$ cat config.mk
export PLATFORM = sky130hd
export DESIGN_NAME = key_order_cmp
export DESIGN_NICKNAME = d
export VERILOG_FILES = /design/src/rtl/sort_checker_pkg.sv /design/src/rtl/key_order_cmp.sv
export SDC_FILE = /design/constraint.sdc
export NUM_CORES = 1
export LEC_CHECK = 0
export ABC_CLOCK_PERIOD_IN_PS = 2600
export CORE_MARGIN = 8
export CORE_UTILIZATION = 24
export DETAILED_ROUTE_END_ITERATION = 8
export PLACE_DENSITY = 0.89
export SYNTH_ARGS = -nofsm -noshare
export SYNTH_HDL_FRONTEND = slang
export SYNTH_SLANG_ARGS = --single-unit
$ cat constraint.sdc
create_clock -name vclk -period 2.6
set_input_delay 0.39 -clock vclk [all_inputs]
set_output_delay 0.39 -clock vclk [all_outputs]
set_load 0.03 [all_outputs]
$ cat src/rtl/sort_checker_pkg.sv
// Shared definitions for sort_checker: default geometry, error codes, FSM encoding.
package sort_checker_pkg;

  localparam int unsigned DEF_P_LOG = 1;
  localparam int unsigned DEF_DATW  = 64;
  localparam int unsigned DEF_KEYW  = 32;

  typedef enum logic [1:0] {
    ERR_NONE    = 2'b00,
    ERR_ORDER   = 2'b01,
    ERR_TIMEOUT = 2'b10
  } err_code_t;

  typedef enum logic [1:0] {
    ST_IDLE = 2'd0,
    ST_RUN  = 2'd1,
    ST_DONE = 2'd2,
    ST_FAIL = 2'd3
  } state_t;

  // Lane-index width; a single-lane build still carries a 1-bit index.
  function automatic int unsigned lane_w(input int unsigned p_log);
    return (p_log > 0) ? p_log : 1;
  endfunction

endpackage

$ cat src/rtl/key_order_cmp.sv
// Combinational lane-pair order check: ok_c when keys are non-decreasing from lane 0
// upward, err_lane_c is the lowest lane i with key[i] < key[i-1].
module key_order_cmp
  import sort_checker_pkg::*;
#(
  parameter int unsigned P_LOG = DEF_P_LOG,
  parameter int unsigned DATW  = DEF_DATW,
  parameter int unsigned KEYW  = DEF_KEYW
) (
  input  logic [(DATW<<P_LOG)-1:0] din,
  output logic                     ok_c,
  output logic [lane_w(P_LOG)-1:0] err_lane_c
);

  localparam int unsigned LANES = 1 << P_LOG;
  localparam int unsigned LW    = lane_w(P_LOG);

  // Payload bits above the key never take part in the compare.
  logic unused_din_c;
  assign unused_din_c = ^din;

  // Scan downward so the lowest violating lane is the one left standing.
  always_comb begin
    ok_c       = 1'b1;
    err_lane_c = '0;
    for (int i = int'(LANES) - 1; i >= 1; i--) begin
      if (din[DATW*i +: KEYW] < din[DATW*(i-1) +: KEYW]) begin
        ok_c       = 1'b0;
        err_lane_c = LW'(i);
      end
    end
  end

endmodule

# Yosys cells after proc, flatten, opt, wreduce, memory -nomap -nowiden
# Index checks and enable logic that the tools add are counted.
# classes
order_cmp	1
mux	2
# op_table
operator	count
32-bit < comparator	1
1-bit two-way mux	2
# word_totals
reg_bits	0
word_cells	3

# Logic depth before layout (Yosys ltp)
# logic_depth
depth_word	2
depth_mapped	7

# Worst setup path before layout
# No wires, ideal clock.
# synth_path
kind	input to output
startpoint	input port din[2]
endpoint	output port ok_c
arrival_ns	1.835
t_required_ns	2.210
setup_slack_ns	0.375
stages	7
n_path_buf	0
path_cell_list	inv_1 -> ha_1 -> a211o_1 -> a31oi_1 -> o31ai_1 -> a211oi_1 -> o21ai_0
# synth_via
elab_chain_len	2
# synth_lines
element	line_no	text
start: declaration	key_order_cmp.sv:10	input logic [(DATW<<P_LOG)-1:0] din,
32-bit < comparator	key_order_cmp.sv:27	if (din[DATW*i +: KEYW] < din[DATW*(i-1) +: KEYW]) begin
1-bit two-way mux	key_order_cmp.sv:27	
end: declaration	key_order_cmp.sv:11	output logic ok_c,
# No other way between the ends.

# Final worst setup path
# layout_path
startpoint	input port din[92]
endpoint	output port err_lane_c
# layout_via
elab_chain_len	2
# layout_lines
element	line_no	text
32-bit < comparator	key_order_cmp.sv:27	
1-bit two-way mux	key_order_cmp.sv:27	
end: declaration	key_order_cmp.sv:12	output logic [lane_w(P_LOG)-1:0] err_lane_c
# No other way between the ends.

==> results by group <==
Min path
  • Hold_sp: din[23]
  • Min-delay worst type: primary input to output port
  • WHS Path Cells: 7
  • Hold EP: err_lane_c

STA
  • Final period util: a little under 100%
  • Setup TNS: 0 ns
  • Final Hold Fails: 0
  • Slew HR: 84.2%
  • Final Setup Violations: 0
  • Hold_ws: roughly 1.6 ns
  • Slew Viols, Final: 0
  • Fmax: ~0.40 GHz
  • Fin crit period: ~2.5 ns
  • Slew @ Worst Pin: 0.236 ns

Route
  • Final ANT Viol Nets: 0
  • Post-DR vias/cell: 4.47
  • 1st-iter DRT viols: 9
  • Drt total wl: about 2800 um
  • DR pass1 iterations: 4
  • Number of remaining DRC errors: 0
  • DR WL/cell: around 12 um
  • Vias: between 1000 and 1500

Placed design
  • Buffers on Ports: 66
  • DP Wirelength: approximately 2400 um
  • Routability cong.: 0.680
  • DP Area: around 1500 um2

GRT
  • Largest net degree at the start of global routing: 4
  • GRT Total Usage: about a tenth
  • Initial antenna violation count: 1
  • Vias in the first global route: about 1100
  • GR Overflow Total: 0
  • First-pass GRT wire length: about 4400 um

Finish
  • Area Growth Syn to Fin: 120%
  • Flip-flop and latch count: 0
  • Final Net Count: ~340
  • Storage element area: 0 um2
  • FILL cells: slightly above 300
  • # clk buffers: 0
  • Final instance area: about 1700 um2
  • Layout cells sized above 1: around a fifth

Run status
  • Status: completed

Die
  • Die Ht: 72.9 um
  • Die ar.: roughly 5300 um2
  • Starting Density: between 20% and 30%
  • Die X: between 70 and 80 um
  • # rows: 20
  • Core Box Area: a little over 3000 um2
  • IO Pins: 130

Critical path
  • CP endpoint kind: output port
  • CP required: between 2 and 2.5 ns
  • CP bufs+invs: 2
  • Crit path max-delay family: compound AO/OA/AOI/OAI gates
  • Crit path max fanout: 2
  • Slowest CP cell: clkdlybuf4s50_1
  • Cell breakdown of the critical path: clkdlybuf4s50_1, ha_1, and4_1, a221o_1, a31oi_2, o21a_1, buf_6
  • Startpoint types: primary input
  • Crit path kind: primary input to output port
  • Critical path data arrival time: 2.13 ns
  • Max stage delay on crit path: 0.42 ns

Power
  • Reg power frac: 0%
  • PD cells: 149 nW/um2
  • Worst vdd ir: between 50 and 60 uV
  • PnR Total Power: roughly 0.25 mW
  • Switching Fraction: about two fifths
  • Static Leak: a little under 0.9 nW
  • Logic pwr share: 100.0%
  • Clock power share: 0%
  • P_sw: approximately 0.099 mW
  • Int Pwr: ~0.16 mW

Synthesis
  • Simple-gate portion of the synthesized area: 12.4%
  • Post-Synthesis Cells: around 110
  • Compound-Gate Fraction of Synth Area: 22.7%
  • Count of different cell masters after synthesis: 19
  • Post-Synthesis Cell Area: 777 um2
  • Warnings, synthesis: 0
  • Avg Inst Size Synth: between 7 and 8 um2
  • Synthesized Nets: approximately 270
  • Main combinational cell family by area after synthesis: adder cells
  • Synth Area in XOR/XNOR: 0%
  • Mux contribution to synthesized area: 0%
  • Synth Area in Adders: 49.9%
  • Sequential-to-total area share from yosys stat: 0%

Clocking
  • Hold buffers post-CTS: 0

Flow run
  • Max-cap violations: 0
[layout by cell type (no fill, tap or decap), drive strengths merged]
master,netlist,final
a21o,3,3
dlymetal6s2s,0,5
diode,0,1
nor2,4,4
o21ai,4,4
buf,0,10
nand3,2,2
a31oi,2,2
inv,31,31
a211oi,1,1
nand2b,1,1
nand2,6,6
ha,31,31
a221o,2,2
a211o,2,2
clkdlybuf4s50,0,40
o31ai,1,1
and4,2,2
nand4,4,4
dlygate4sd2,0,19
a21oi,10,10
o21a,2,2
[through the flow]
stage / std cells / setup slack (ns) / utilization, %
detailed placement: 225 / -0.654 / 50.1
CTS: 226 / 0.00961 / 53.9
global placement: 225 / -0.601 / 50.1
floorplan: 108 / 0.375 / -
finish: 227 / 0.0794 / 55.6
global route: 227 / -0.00869 / 55.6
[per-layer routing]
metal	wire, um	share of wire, %	vias to the layer above	track usage (%)
li1	-	-	528	-
met1	1100	39	441	10.8
met2	1440	51	42	18.7
met3	250	8.8	4	2.88
met4	48	1.7	0	0
met5	0	0	-	0
[worst max-delay path by stage]
stage / from / slack, ns / cells past startpoint / end
floorplan: din[2] / 0.38 / 7 / ok_c
global placement: din[2] / -0.60 / 9 / ok_c
detailed placement: din[2] / -0.65 / 9 / ok_c
CTS: din[6] / 0.01 / 9 / err_lane_c
global route: din[27] / -0.009 / 9 / err_lane_c
finish: din[92] / 0.08 / 7 / err_lane_c
[synth_stat cells (2+ instances only)]
cell / count / area share (%)
inv_1: 31 / 15
a31oi_1: 2 / 1.6
o21a_1: 2 / 1.9
a21oi_1: 9 / 5.8
nand4_1: 4 / 3.2
nand3_1: 2 / 1.3
ha_1: 31 / 50
a221o_1: 2 / 2.6
a211o_1: 2 / 2.3
a21o_1: 3 / 2.9
nor2_1: 4 / 1.9
nand2_1: 6 / 2.9
o21ai_0: 3 / 1.9
and4_1: 2 / 2.3
[logic make-up after synthesis]
| kind of cell | Yosys count |
|---|---|
| compound gates | 27 |
| fa+ha+maj | 31 |
| simple gates | 19 |
| buf+inv | 31 |
[cell type report]
cell class | instances | area, um2 | share of cell area, %
inverter | 31 | 116 | 6.80
multi-input combinational | 77 | 830 | 48.5
antenna | 1 | 2.50 | 0.146
tap | 44 | 55.1 | 3.22
timing repair buffer | 74 | 708 | 41.4
[power groups by stage]
stage / clock (mW) / sequential, mW / combinational, mW
final: 0.0000000514 / 0 / 0.255
after detailed placement: 0 / 0 / 0.233
after global routing: 0.0000000514 / 0 / 0.281
after floorplan: 0 / 0 / 0.0964
after global placement: 0 / 0 / 0.227
after CTS: 0 / 0 / 0.249
[repair_timing]
action | 4_1_cts | 5_1_grt
cloned | 0 | 0
pin swaps | 32 | 9
setup buffers | 2 | 0
setup endpoints to repair | 2 | 2
gates resized for setup | 47 | 12
(Power assumes the default switching activity.)
